==> src/rtl/ifetch_pcgen_pkg.sv <==
// rtl/ifetch_pcgen_pkg.sv - shared fetch PC types, sizing constants and alignment helper
package ifetch_pcgen_pkg;

  localparam int LADDR_BITS     = 39;
  localparam int COREID_BITS    = 8;
  localparam int FETCH_BYTES    = 16;
  localparam int IFETCH_CREDITS = 8;
  localparam int CREDIT_W       = $clog2(IFETCH_CREDITS + 1);

  typedef struct packed {
    logic [COREID_BITS-1:0] coreid;
    logic [LADDR_BITS-1:0]  laddr;
  } I_coretoictlb_pc_type;

  // fb must be a power of two; clears the byte-within-block bits
  function automatic logic [LADDR_BITS-1:0] align_pc(input logic [LADDR_BITS-1:0] a,
                                                     input int fb);
    return a & ~LADDR_BITS'(fb - 1);
  endfunction

endpackage

==> src/rtl/ifetch_pcgen_if.sv <==
// rtl/ifetch_pcgen_if.sv - fetch PC request channel, redirect and credit signals
interface ifetch_pcgen_if;
  import ifetch_pcgen_pkg::*;

  logic                  redirect_valid;
  logic [LADDR_BITS-1:0] redirect_pc;
  logic                  credit_return;
  logic                  coretoictlb_pc_valid;
  logic                  coretoictlb_pc_retry;
  I_coretoictlb_pc_type  coretoictlb_pc;
  logic [CREDIT_W-1:0]   credits_avail;

  modport master (
    input  redirect_valid, redirect_pc, credit_return, coretoictlb_pc_retry,
    output coretoictlb_pc_valid, coretoictlb_pc, credits_avail
  );

  modport slave (
    output redirect_valid, redirect_pc, credit_return, coretoictlb_pc_retry,
    input  coretoictlb_pc_valid, coretoictlb_pc, credits_avail
  );

endinterface

==> src/rtl/ifetch_pcgen_credit_ctr.sv <==
// rtl/ifetch_pcgen_credit_ctr.sv - saturating up/down fetch-buffer credit counter
module ifetch_credit_ctr #(
  parameter int Max = 8,
  parameter int W   = 4
) (
  input  logic         clk,
  input  logic         reset,
  input  logic         i_inc,
  input  logic         i_dec,
  output logic [W-1:0] o_count,
  output logic [W-1:0] o_count_next,
  output logic         o_zero,
  output logic         o_full
);

  logic [W-1:0] r_count;
  logic [W-1:0] w_next;

  assign o_zero = (r_count == '0);
  assign o_full = (r_count == W'(Max));

  // simultaneous inc and dec cancel; each direction clamps at its end
  always_comb begin
    w_next = r_count;
    if (i_inc && !i_dec && !o_full)
      w_next = r_count + W'(1);
    else if (i_dec && !i_inc && !o_zero)
      w_next = r_count - W'(1);
  end

  always_ff @(posedge clk or posedge reset) begin
    if (reset)
      r_count <= W'(Max);
    else
      r_count <= w_next;
  end

  assign o_count      = r_count;
  assign o_count_next = w_next;

endmodule

==> src/rtl/ifetch_pcgen.sv <==
// rtl/ifetch_pcgen.sv - fetch PC generator feeding the ICTLB, with redirect and credit throttling
module ifetch_pcgen
  import ifetch_pcgen_pkg::*;
#(
  parameter int                      FetchBytes  = FETCH_BYTES,
  parameter int                      Credits     = IFETCH_CREDITS,
  parameter logic [LADDR_BITS-1:0]   ResetVector = '0,
  parameter logic [COREID_BITS-1:0]  CoreId      = '0
) (
  input  logic            clk,
  input  logic            reset,
  ifetch_pcgen_if.master  bus
);

  localparam logic [1:0] ST_BOOT  = 2'd0;
  localparam logic [1:0] ST_RUN   = 2'd1;
  localparam logic [1:0] ST_STALL = 2'd2;

  localparam logic [LADDR_BITS-1:0] RESET_PC = align_pc(ResetVector, FetchBytes);

  logic [1:0]            r_state;
  logic [LADDR_BITS-1:0] r_pc;
  logic                  r_valid;

  logic [1:0]            w_state_next;
  logic [LADDR_BITS-1:0] w_pc_next;
  logic                  w_accept;
  logic [CREDIT_W-1:0]   w_count;
  logic [CREDIT_W-1:0]   w_count_next;
  logic                  w_zero;
  logic                  w_full;

  // a redirect squashes the current beat even if the ICTLB would have taken it
  assign w_accept = r_valid && !bus.coretoictlb_pc_retry && !bus.redirect_valid && !w_zero;

  ifetch_credit_ctr #(
    .Max (Credits),
    .W   (CREDIT_W)
  ) u_credit_ctr (
    .clk          (clk),
    .reset        (reset),
    .i_inc        (bus.credit_return),
    .i_dec        (w_accept),
    .o_count      (w_count),
    .o_count_next (w_count_next),
    .o_zero       (w_zero),
    .o_full       (w_full)
  );

  always_comb begin
    w_pc_next = r_pc;
    if (bus.redirect_valid)
      w_pc_next = align_pc(bus.redirect_pc, FetchBytes);
    else if (w_accept)
      w_pc_next = r_pc + LADDR_BITS'(FetchBytes);
  end

  always_comb begin
    w_state_next = r_state;
    case (r_state)
      ST_BOOT: w_state_next = ST_RUN;
      default: w_state_next = (w_count_next == '0) ? ST_STALL : ST_RUN;
    endcase
  end

  always_ff @(posedge clk or posedge reset) begin
    if (reset) begin
      r_state <= ST_BOOT;
      r_pc    <= RESET_PC;
      r_valid <= 1'b0;
    end else begin
      r_state <= w_state_next;
      r_pc    <= w_pc_next;
      r_valid <= (w_state_next == ST_RUN);
    end
  end

  assign bus.coretoictlb_pc_valid = r_valid;
  assign bus.coretoictlb_pc       = {CoreId, r_pc};
  assign bus.credits_avail        = w_count;

  // a return with every entry already free indicates lost credit accounting downstream
  a_credit_overflow: assert property (@(posedge clk) disable iff (reset)
    !(bus.credit_return && w_full && !w_accept));

endmodule
==> src/flat_wrapper.sv <==
// flat-port wrapper written by rule: the top's interface ports become plain ports
module ifetch_pcgen_flat import ifetch_pcgen_pkg::*;
#(
  parameter int                      FetchBytes  = FETCH_BYTES,
  parameter int                      Credits     = IFETCH_CREDITS,
  parameter logic [LADDR_BITS-1:0]   ResetVector = '0,
  parameter logic [COREID_BITS-1:0]  CoreId      = '0
)
  (clk, reset, bus_redirect_valid, bus_redirect_pc, bus_credit_return, bus_coretoictlb_pc_retry, bus_coretoictlb_pc_valid, bus_coretoictlb_pc, bus_credits_avail);
  ifetch_pcgen_if bus_i ();
  input  logic clk;
  input  logic reset;
  input wire logic [$bits(bus_i.redirect_valid)-1:0] bus_redirect_valid;
  input wire logic [$bits(bus_i.redirect_pc)-1:0] bus_redirect_pc;
  input wire logic [$bits(bus_i.credit_return)-1:0] bus_credit_return;
  input wire logic [$bits(bus_i.coretoictlb_pc_retry)-1:0] bus_coretoictlb_pc_retry;
  output wire logic [$bits(bus_i.coretoictlb_pc_valid)-1:0] bus_coretoictlb_pc_valid;
  output wire logic [$bits(bus_i.coretoictlb_pc)-1:0] bus_coretoictlb_pc;
  output wire logic [$bits(bus_i.credits_avail)-1:0] bus_credits_avail;
  assign bus_i.redirect_valid = bus_redirect_valid;
  assign bus_i.redirect_pc = bus_redirect_pc;
  assign bus_i.credit_return = bus_credit_return;
  assign bus_i.coretoictlb_pc_retry = bus_coretoictlb_pc_retry;
  assign bus_coretoictlb_pc_valid = bus_i.coretoictlb_pc_valid;
  assign bus_coretoictlb_pc = bus_i.coretoictlb_pc;
  assign bus_credits_avail = bus_i.credits_avail;
  ifetch_pcgen #(.FetchBytes(FetchBytes), .Credits(Credits), .ResetVector(ResetVector), .CoreId(CoreId)) u_core (.clk(clk), .reset(reset), .bus(bus_i));
endmodule
==> config.mk <==
export PLATFORM = sky130hd
export DESIGN_NAME = ifetch_pcgen_flat
export DESIGN_NICKNAME = d
export VERILOG_FILES = /design/src/rtl/ifetch_pcgen_pkg.sv /design/src/rtl/ifetch_pcgen_if.sv /design/src/rtl/ifetch_pcgen_credit_ctr.sv /design/src/rtl/ifetch_pcgen.sv /design/src/flat_wrapper.sv
export SDC_FILE = /design/constraint.sdc
export NUM_CORES = 1
export LEC_CHECK = 0
export CAP_MARGIN = 20
export CORE_UTILIZATION = 45
export CTS_CLUSTER_DIAMETER = 200
export DETAILED_ROUTE_END_ITERATION = 8
export GPL_ROUTABILITY_DRIVEN = 0
export GPL_TIMING_DRIVEN = 0
export PLACE_DENSITY = 0.83
export SYNTH_ARGS = -nofsm -noshare
export SYNTH_HDL_FRONTEND = slang
export SYNTH_SLANG_ARGS = --single-unit
==> constraint.sdc <==
create_clock -name clk -period 3.2 [get_ports clk]
set_clock_uncertainty 0.15 [all_clocks]
set_input_delay 0.32 -clock clk [delete_from_list [all_inputs] [get_ports clk]]
set_output_delay 0.32 -clock clk [all_outputs]
set_load 0.05 [all_outputs]
==> metrics.md, run 1 <==
| Metric | Value |
|---|---|
| Status | completed |
| Top-count cell post-synth | nand2_1 |
| WP data arrival | between 2 and 3 ns |
| Initial Util | 46.97% |
| Die X | ~78 um |
| Slew HR | between 40% and 50% |
| Post-synth EDFFs | 0 |
| Post-synth cell types | 47 |
| First-pass GRT wire length | 12,160 um |
| Final setup violation count | 0 |
| Number of top-level pins | 96 |
| Fin crit share | 82.82% |
| Initial antenna violation count | 0 |
| Total grt overflow | 0 |
| Worst-Margin Slew | ~0.89 ns |
| Final WS setup | between 0.5 and 0.6 ns |
| Core area | about 5500 um^2 |
| CP max-delay cell | or3b_2 |
| Vias in the first global route | 2,511 |
| Crit Path Class | reg2reg |
| Nets | about 440 |
| Total power | 2.276 mW |
| CP bufs+invs | 2 |
| Minimum clock period | between 2 and 3 ns |
| Final slew viol count | 0 |
| Clock transition at path regs | roughly 0.080 ns |
| Post-synthesis cell count | 293 |
| Stages on the worst setup path | 7 |
| Total Routed Length | 7474 um |
| Post-CTS Setup Repair Bufs | 0 |
| DPL Wire Length | 5436 um |
| Post-synth top area share | between 30% and 40% |
| Fin. Hold Viols | 0 |
| Largest net degree at the start of global routing | 42 |
| Hold crit path type | in2reg |
| Pwr Density | 632.8 nW/um^2 |
| Worst EP required | 3.24 ns |
| Clk root buf | clkbuf_8 |
| Drt drc | 0 |
| Post-layout util | 64.91% |
| FF-to-FF Start | u_core.u_credit_ctr.o_count[1] |
| Unrepaired setup endpoints after global routing | false |
| CTS resizes | 0 |
| Number of H-tree levels | 2 |
| Critical path origin | u_core.u_credit_ctr.o_count[1] |
| Post-synth design cell area | ~2600 um^2 |
| Drt pass-1 iters | 5 |
| CTS buffer count | 5 |
| Clk Latency, worst-skew pair | approximately 0.3 ns |
| Routed vias | 2,738 |
| Yosys top cell by area | dfrtp_1 |
| Worst Setup EP | u_core.r_pc[6] |
| DR vias/cell | 5.926 |
| Pre-CTS setup slack | approximately 0.56 ns |
| Peak VDD IR | about 0.49 mV |
| Routed len/inst | ~16 um |
| Die height | a little under 80 um |
| Post-route ant nets | 0 |
| #FFs+latches synth | 41 |
| CP startpoint kind | flop |
| Async set or reset register ratio after synthesis | 100.0% |
| Worst reg2reg path endpoint | u_core.r_pc[6] |
| CTS tree | done |
| Die Area | roughly 6000 um^2 |
| Area Overhead vs Synth | 38.17% |
| Syn Area/Cell | about 8.9 um^2 |
| Max-cap violations | 0 |
| Post-synth top flop | dfrtp_1 |
| Initial detailed-routing violation count | between 200 and 300 |
| CP endpoint kind | flop |
| Achievable clock frequency | between 0.3 and 0.4 GHz |
| Register-to-Register Path Depth | 7 |
| Setup TNS | 0 ns |
| CP max stage delay | 0.48 ns |
| Reg2reg setup slack | about 0.55 ns |
| Synth area leaders | dfrtp_1 38%, nand2_1 7.1%, nand3_1 5.0% |
| Share of cells above drive strength 1 | 8.462% |
| PortBufs | 78 |
| Clock sink count | a little over 40 |
| Core Rows | 27 |
| Sequential area share after synthesis | just under 40% |
| Most instantiated cells after synthesis | 49 x nand2_1, 40 x dfrtp_1, 26 x nand3_1 |
| Leak | 1.398 nW |
| Number of diodes | 0 |
| Family with the most delay on the worst path | simple AND/OR/NAND/NOR gates |
| Gr usage total | 25.45% |
| Max FO, Critical Path | 10 |
| Hold-fix buffers, CTS | 0 |
| Clock Path Buffers | 2 |
| Cells along the critical path | inv_1 -> ha_1 -> or3b_2 -> nand2_1 -> clkbuf_1 -> nor3b_1 -> a221o_1 |
| Synth warnings | 0 |
-- cells by family after synthesis --
group	count (synthesis)	synth area share [%]
simple gates	135	27.93
compound gates	74	21.20
flops	41	39.47
buf+inv	32	7.356
xor+xnor	5	1.683
fa+ha+maj	3	1.442
mux	2	0.7693
other cells	1	0.1441
-- flip-flops by register name, indices dropped and copies added, names as in the netlist --
register	cells
u_core.r_state	2
u_core.r_pc	35
u_core.u_credit_ctr.o_count	4
-- where the power goes --
group	internal, mW	switching (mW)	total (mW)
clock network	0.153	0.182	0.335
logic	0.414	0.730	1.14
registers	0.631	0.165	0.796
total	1.20	1.08	2.28
-- metrics by stage --
stage	cells	instance area, um^2	hold slack (ns)
after global routing	462	3596	0.2862
after CTS	462	3596	0.2445
after global placement	454	3515	0.3720
final	462	3596	0.2542
after detailed placement	454	3515	0.3766
after floorplan	304	2644	0.2860
-- area by class of cell --
cell class,count,area (um^2)
multi-input combinational,231,1425
tap,72,90.09
clock buffer,7,76.32
buffer,23,157.7
sequential,41,1027
inverter,9,33.78
clock inverter,1,5.005
timing repair buffer,78,780.7
fill,468,1944
-- worst min-delay path by stage --
stage                             from              end  slack, ns  depth (start not counted)
floorplan           bus_redirect_pc[7]   u_core.r_pc[7]       0.29                          2
CTS                 bus_redirect_valid  u_core.r_pc[31]       0.24                          4
global route        bus_redirect_valid  u_core.r_pc[31]       0.29                          4
finish              bus_redirect_valid  u_core.r_pc[31]       0.25                          4
global placement       u_core.r_pc[20]  u_core.r_pc[20]       0.37                          1
detailed placement     u_core.r_pc[20]  u_core.r_pc[20]       0.38                          1
-- metal layers --
metal  global-route usage, %  part of all wire [%]  up-vias
met5                       0                     0        -
met4                   8.519                   1.2        0
met3                   6.744                    10       10
met2                   41.75                    47      150
met1                   32.47                    42     1291
li1                        -                     -     1287
-- worst min-delay path: cells and delay by family --
| kind | cells | cell delay, ns |
|---|---|---|
| buffers and inverters | 1 | 0.10 |
| and+or+nand+nor | 2 | 0.19 |
| AOI/OAI and AO/OA | 1 | 0.04 |
-- cell usage in the layout, fill, tap and decap left out, types with 10 or more instances in the layout --
| master | Yosys | layout |
|---|---|---|
| clkdlybuf4s50_1 | 0 | 78 |
| nand2_1 | 49 | 49 |
| dfrtp_1 | 40 | 40 |
| nand3_1 | 26 | 26 |
| o21ai_0 | 18 | 18 |
| o211ai_1 | 16 | 16 |
| buf_4 | 13 | 13 |
| nor2_1 | 12 | 12 |
| conb_1 | 1 | 12 |
| nand4_1 | 10 | 10 |
No activity file was read; power rests on OpenSTA's default activity.
==> run 2, diff against run 1 <==
- CORE_UTILIZATION: 45 -> 41
- PLACE_DENSITY: 0.83 -> 0.8
- clock period: 3.2 -> 2.4 ns (I/O delays scaled with it)
==> run 2 against run 1 <==
  * Routed wire length up 5.6%
  * Fmax up 13%
  * Clock power up 38%
  * Largest cell class unchanged
==> metrics.md, run 2 (synthesis gave the netlist of run 1 again) <==
| Metric | Value |
|---|---|
| Drt pass-1 iters | 5 (unchanged) |
| Commonest cells after routing, fill and taps aside | 78 x clkdlybuf4s50_1, 48 x nand2_1, 38 x dfrtp_1 |
| Comb power frac | 52.6% (+2.3 points) |
| Largest net degree at the start of global routing | 42 (unchanged) |
| Core Rows | 28 (+3.7%) |
| CP endpoint kind | flop |
| CP bufs+invs | 4 (+2) |
| Number of top-level pins | 96 (unchanged) |
| Slew HR | 41.58% (+0.89 points) |
| First-pass GRT wire length | 12,500 um (+2.7%) |
| Fin crit share | 98.15% (+15 points) |
| Reg power frac | 33.0% (-2.0 points) |
| FF-to-FF Start | u_core.u_credit_ctr.o_count[0] |
| CTS tree | done |
| Die X | 81.67 um (+4.6%) |
| Clock sink count | 41 (unchanged) |
| Final slew viol count | 0 (unchanged) |
| Post-route ant nets | 0 (unchanged) |
| Clock transition at path regs | 0.09 ns (about the same) |
| Hold-fix buffers, CTS | 0 (unchanged) |
| Most common cell after layout, fill and taps aside | clkdlybuf4s50_1 |
| Area Overhead vs Synth | 44.13% |
| Number of flip-flops in the largest register | 35 (unchanged) |
| Total grt overflow | 0 (unchanged) |
| Hold endpoint | u_core.r_pc[31] |
| HP Start | bus_redirect_valid |
| DR vias/cell | 5.872 (-0.92%) |
| Family with the most delay on the worst path | simple AND/OR/NAND/NOR gates |
| Nets | 448 (+2.8%) |
| Fin. Hold Viols | 0 (unchanged) |
| Initial antenna violation count | 0 (unchanged) |
| PortBufs | 78 (unchanged) |
| Sw Ratio | 47.22% (-0.14 points) |
| Setup TNS | 0 ns (unchanged) |
| Crit Path Class | reg2reg |
| Worst-Margin Slew | 0.8751 ns (-0.01336 ns) |
| Critical Path Most Common Cell | buf_4 |
| Worst reg2reg path endpoint | u_core.r_state[0] |
| DPL Wire Length | 5586 um (+2.7%) |
| Total Routed Length | 7889 um (+5.6%) |
| Hold path cells | 4 (unchanged) |
| Clk root buf | clkbuf_8 |
| Clock share of power | 14.5% (-0.2 points) |
| DP Area | 3533 um^2 (+0.53%) |
| Worst EP required | 2.42 ns (-0.82 ns) |
| WP data arrival | 2.38 ns (-0.31 ns) |
| Leak | 1.475 nW (+5.5%) |
| Internal Power | 1.690 mW (+41%) |
| Top reg by flops | u_core.r_pc |
| Peak VDD IR | 0.6846 mV (+40%) |
| Register-to-Register Path Depth | 10 (+3) |
| Die Area | 6670 um^2 (+9.5%) |
| CP max stage delay | 0.42 ns (-0.06 ns) |
| Number of diodes | 0 (unchanged) |
| Number of H-tree levels | 2 (unchanged) |
| Share of cells above drive strength 1 | 14.43% (+6.0 points) |
| Number of fill cells | 540 (+15%) |
| Routed len/inst | 16.54 um (+2.2%) |
| Status | completed |
| Cells along the critical path | inv_2 -> ha_4 -> nor3b_4 -> buf_4 -> buf_6 -> buf_4 -> o21ai_0 -> a221o_1 -> o221ai_2 -> or4_1 |
| Minimum clock period | 2.355 ns (-0.2948 ns) |
| Hold crit path type | in2reg |
| Vias in the first global route | 2,666 (+6.2%) |
| Switching power | 1.513 mW (+40%) |
| Routed vias | 2,801 (+2.3%) |
| Core area | 6026 um^2 (+8.8%) |
| Clk Latency, worst-skew pair | 0.31 ns (about the same) |
| Pwr Density | 853.9 nW/um^2 (+35%) |
| Post-route cell area | 3751 um^2 (+4.3%) |
| Die height | 81.67 um (+4.6%) |
| Clock Path Buffers | 2 (unchanged) |
| Drt drc | 0 (unchanged) |
| Achievable clock frequency | 0.4245 GHz (+13%) |
| Final setup violation count | 0 (unchanged) |
| Gr usage total | 24.44% (-1.0 points) |
| CP max-delay cell | or4_1 |
| CTS buffer count | 5 (unchanged) |
| CP startpoint kind | flop |
| Initial Util | 43.19% (-3.8 points) |
| Initial detailed-routing violation count | 322 (+24%) |
| Max FO, Critical Path | 6 (-4) |
| Reg2reg setup slack | 0.04 ns (-0.51 ns) |
| Max-cap violations | 0 (unchanged) |
## run 2: routing by layer
metal  track usage (%)  wire length [um]
met4             7.018                92
met5                 0                 0
met1             32.34              3411
met2             41.58              3838
met3             3.222               547
## run 2: worst max-delay path by stage
stage / slack [ns] / to / from / cells past startpoint
6_report: 0.04 / u_core.r_state[0] / u_core.u_credit_ctr.o_count[0] / 10
5_1_grt: -0.04 / u_core.r_pc[30] / u_core.u_credit_ctr.o_count[0] / 8
4_1_cts: 0.002 / u_core.r_state[0] / u_core.u_credit_ctr.o_count[0] / 8
3_3_place_gp: -0.14 / u_core.r_pc[36] / bus_coretoictlb_pc_retry / 7
3_5_place_dp: -0.16 / u_core.r_pc[32] / bus_coretoictlb_pc_retry / 7
2_1_floorplan: 0.03 / u_core.r_state[0] / u_core.u_credit_ctr.o_count[0] / 7
## run 2: worst register-to-register path: stages (launching register included)
cell,delay (ns)
dfrtp_2,0.39
inv_2,0.06
ha_4,0.18
nor3b_4,0.15
buf_4,0.14
buf_6,0.12
buf_4,0.13
o21ai_0,0.17
a221o_1,0.21
o221ai_2,0.11
or4_1,0.42
## run 2: timing repair
action                                  4_1_cts  5_1_grt
buffers inserted                              3        9
endpoints found under the setup margin        4       20
pin swaps                                     1        4
resized for setup                             1        9
## run 2: cell type report
| cell class | instances | area [um^2] | area share (%) |
|---|---|---|---|
| buffer | 23 | 157.7 | 4.203 |
| clock buffer | 5 | 68.82 | 1.835 |
| clock inverter | 3 | 17.52 | 0.4670 |
| inverter | 9 | 33.78 | 0.9006 |
| multi-input combinational | 231 | 1479 | 39.43 |
| sequential | 41 | 1030 | 27.45 |
| tap | 75 | 93.84 | 2.502 |
| timing repair buffer | 90 | 870.8 | 23.22 |
## run 2: power groups by stage
stage / Combinational, mW / Clock [mW] / Sequential [mW]
after global placement: 1.51 / 0 / 1.07
after floorplan: 0.593 / 0 / 1.51
after detailed placement: 1.54 / 0 / 1.08
after global routing: 1.78 / 0.495 / 1.08
after CTS: 1.58 / 0.470 / 1.05
final: 1.68 / 0.463 / 1.06
## run 2: through the flow
| step | std cells | util, % | hold slack (ns) | power, mW | setup WS [ns] |
|---|---|---|---|---|---|
| 6_report | 477 | 62.25 | 0.1725 | 3.203 | 0.04451 |
| 5_1_grt | 477 | 62.25 | 0.1910 | 3.363 | -0.03674 |
| 3_5_place_dp | 457 | 58.64 | 0.3904 | 2.615 | -0.1637 |
| 2_1_floorplan | 304 | - | 0.2060 | 2.102 | 0.02624 |
| 3_3_place_gp | 457 | 58.64 | 0.3732 | 2.582 | -0.1384 |
| 4_1_cts | 468 | 60.44 | 0.1507 | 3.109 | 0.001708 |
==> variant, RTL diff (flow settings as in run 2) <==
Compare `r_count` against `W'(Max)` with >= in place of ==.
--- a/src/rtl/ifetch_pcgen_credit_ctr.sv
+++ b/src/rtl/ifetch_pcgen_credit_ctr.sv
@@ -18,5 +18,5 @@
 
   assign o_zero = (r_count == '0);
-  assign o_full = (r_count == W'(Max));
+  assign o_full = (r_count >= W'(Max));
 
   // simultaneous inc and dec cancel; each direction clamps at its end
Behaviour: same outputs for any inputs over 10 cycles, from zero or initial values and one cycle with reset high; that may be too few to reach the edited logic, so the function may still have changed.
==> variant against run 2 <==
  * Hold slack better by 0.13 ns
  * Cell count shrank 0.21%
  * Critical path depth shrank 4
  * Routed wire length up 0.46%
  * Sequential power decreased by 4%
  * Non-clock buffer count increased by 3
  * Setup slack better by 0.029 ns
  * Critical endpoint is now u_core.r_pc[37]
  * Cell area is essentially flat
  * Clock power increased by 28%
  * Synthesized area fell by 3.2%
  * Total power down 4.9%
  * Global-route usage grew 0.74 points
  * Sequential cell count unchanged
==> variant: results (changes against run 2) <==
Parameter                              Value

Routing
  Total met3 wirelength after detailed routing ... 601 um (+9.9%)
  Total met2 wirelength after detailed routing ... 3950 um (+2.9%)
  Final routed wirelength across all metal layers ... 7930 um (+0.46%)
  Total number of vias ... 2,765 (-1.3%)
  First-pass iteration count of the detailed router ... 4 (-1)
  Met1 routed wirelength after detailed routing ... 3240 um (-5.0%)

Finish
  Fraction of final layout cells sized beyond drive strength 1 ... 15.7% (+1.3 points)
  Net count of the finished layout ... 447 (-0.22%)
  Filler cells ... 508 (-5.9%)

Run status
  Status ... finished, final reports clean

Placed design
  Input/output buffers ... 79 (+1.3%)

Setup path
  CP Max Fanout ... 10 (+4)
  Maximum single-stage delay on the critical path ... 0.48 ns (+0.06 ns)
  Worst endpoint data arrival time ... 2.41 ns (+0.03 ns)
  Slowest cell on crit path ... dfrtp_1
  Number of cell instances on the worst register-to-register path ... 6 (-4)
  Flop-to-flop setup slack ... 0.07 ns (+0.03 ns)

GRT
  Largest net degree at the start of global routing ... 42 (unchanged)
  Total routing resource utilization after global routing ... 25.2% (+0.74 points)
  Global-route wire length before repair ... 12,500 um (+0.39%)
  Number of global-route vias before repair ... 2,633 (-1.2%)

Power and ir drop
  Leakage power summed over all cells ... 1.51 nW (+2.5%)
  Switching Fraction ... 43.1% (-4.1 points)
  Power density cells ... 813 nW/um2 (-4.8%)
  Worst VDD drop ... 788 uV (+15%)

Yosys
  Fraction of the yosys area taken by sequential cells ... 40.8% (+1.3 points)
  Top cells by area, synth ... dfrtp_1, nand2_1, o211ai_1, o311ai_0, nand3_1
  Top cells by count, synth ... nand2_1, dfrtp_1, nand3_1, nor2_1, o21ai_0

Timing
  Transition time at the pin with the least slew margin ... 0.876 ns (+0.00105 ns)

Hold path
  Class of the most critical hold timing path ... in -> async
variant: cells by family after synthesis:
kind of cell	share of synthesized area, %
adders and majority gates	1.49
muxes	1.59
DFF	40.8
buffers and inverters	6.95
xor gates and xnor gates	1.74
AOI/OAI and AO/OA	21.2
other	0.149
and+or+nand+nor	26.1
variant: worst reg2reg max path, stage by stage, from the launching register on:
cell and delay, ns:
dfrtp_1 0.48, nand4_1 0.32, nor4_4 0.35, buf_4 0.23, nand3_1 0.17, or3b_2 0.47
nand3_1 0.09
variant: cell type report:
| cell class | instances | share of cell area (%) |
|---|---|---|
| Multi-Input combinational cell | 228 | 37.7 |
| Sequential cell | 41 | 27.7 |
| Timing Repair Buffer | 92 | 24.0 |
| Buffer | 24 | 4.17 |
| Tap cell | 75 | 2.50 |
| Clock buffer | 7 | 2.30 |
| Inverter | 8 | 0.868 |
| Clock inverter | 1 | 0.801 |
variant: final timing paths:
path,start,endpoint
worst min register to register,u_core.r_pc[19],u_core.r_pc[19]
max in group asynchronous,reset,u_core.r_pc[17]
worst min-delay path,reset,u_core.r_pc[11]
min in group clk,bus_redirect_pc[33],u_core.r_pc[33]
worst max register to register,u_core.r_pc[6],u_core.r_pc[37]
worst max-delay path,u_core.r_pc[6],u_core.r_pc[37]
variant: power by group through the flow:
stage	sequential (W)	clock [W]	combinational [W]
detailed placement	0.00101	0	0.00131
floorplan	0.00140	0	0.000457
global route	0.00104	0.000627	0.00153
CTS	0.00101	0.000598	0.00135
global placement	0.00101	0	0.00127
finish	0.00102	0.000591	0.00144
variant: layer usage:
layer,up-vias,GRT usage [%]
met1,1332,31.5
met4,0,10.7
met5,-,0
met2,122,42.5
li1,1296,-
met3,15,4.09
variant: timing repair:
action | in CTS | in global routing
pin swaps | 1 | 2
endpoints found under the setup margin | 26 | 14
setup buffers | 6 | 7
resized for setup | 12 | 6
variant: stage by stage:
step | instances | area [um2] | setup slack (ns) | hold WS (ns) | utilization [%]
after global placement | 456 | 3470 | -0.350 | 0.371 | 58.6
after global routing | 476 | 3750 | -0.00725 | 0.371 | 63.3
after detailed placement | 456 | 3470 | -0.386 | 0.375 | 58.6
after floorplan | 302 | 2580 | -0.0891 | 0.206 | -
after CTS | 470 | 3670 | 0.00689 | 0.329 | 62.0
final | 476 | 3750 | 0.0738 | 0.298 | 63.3
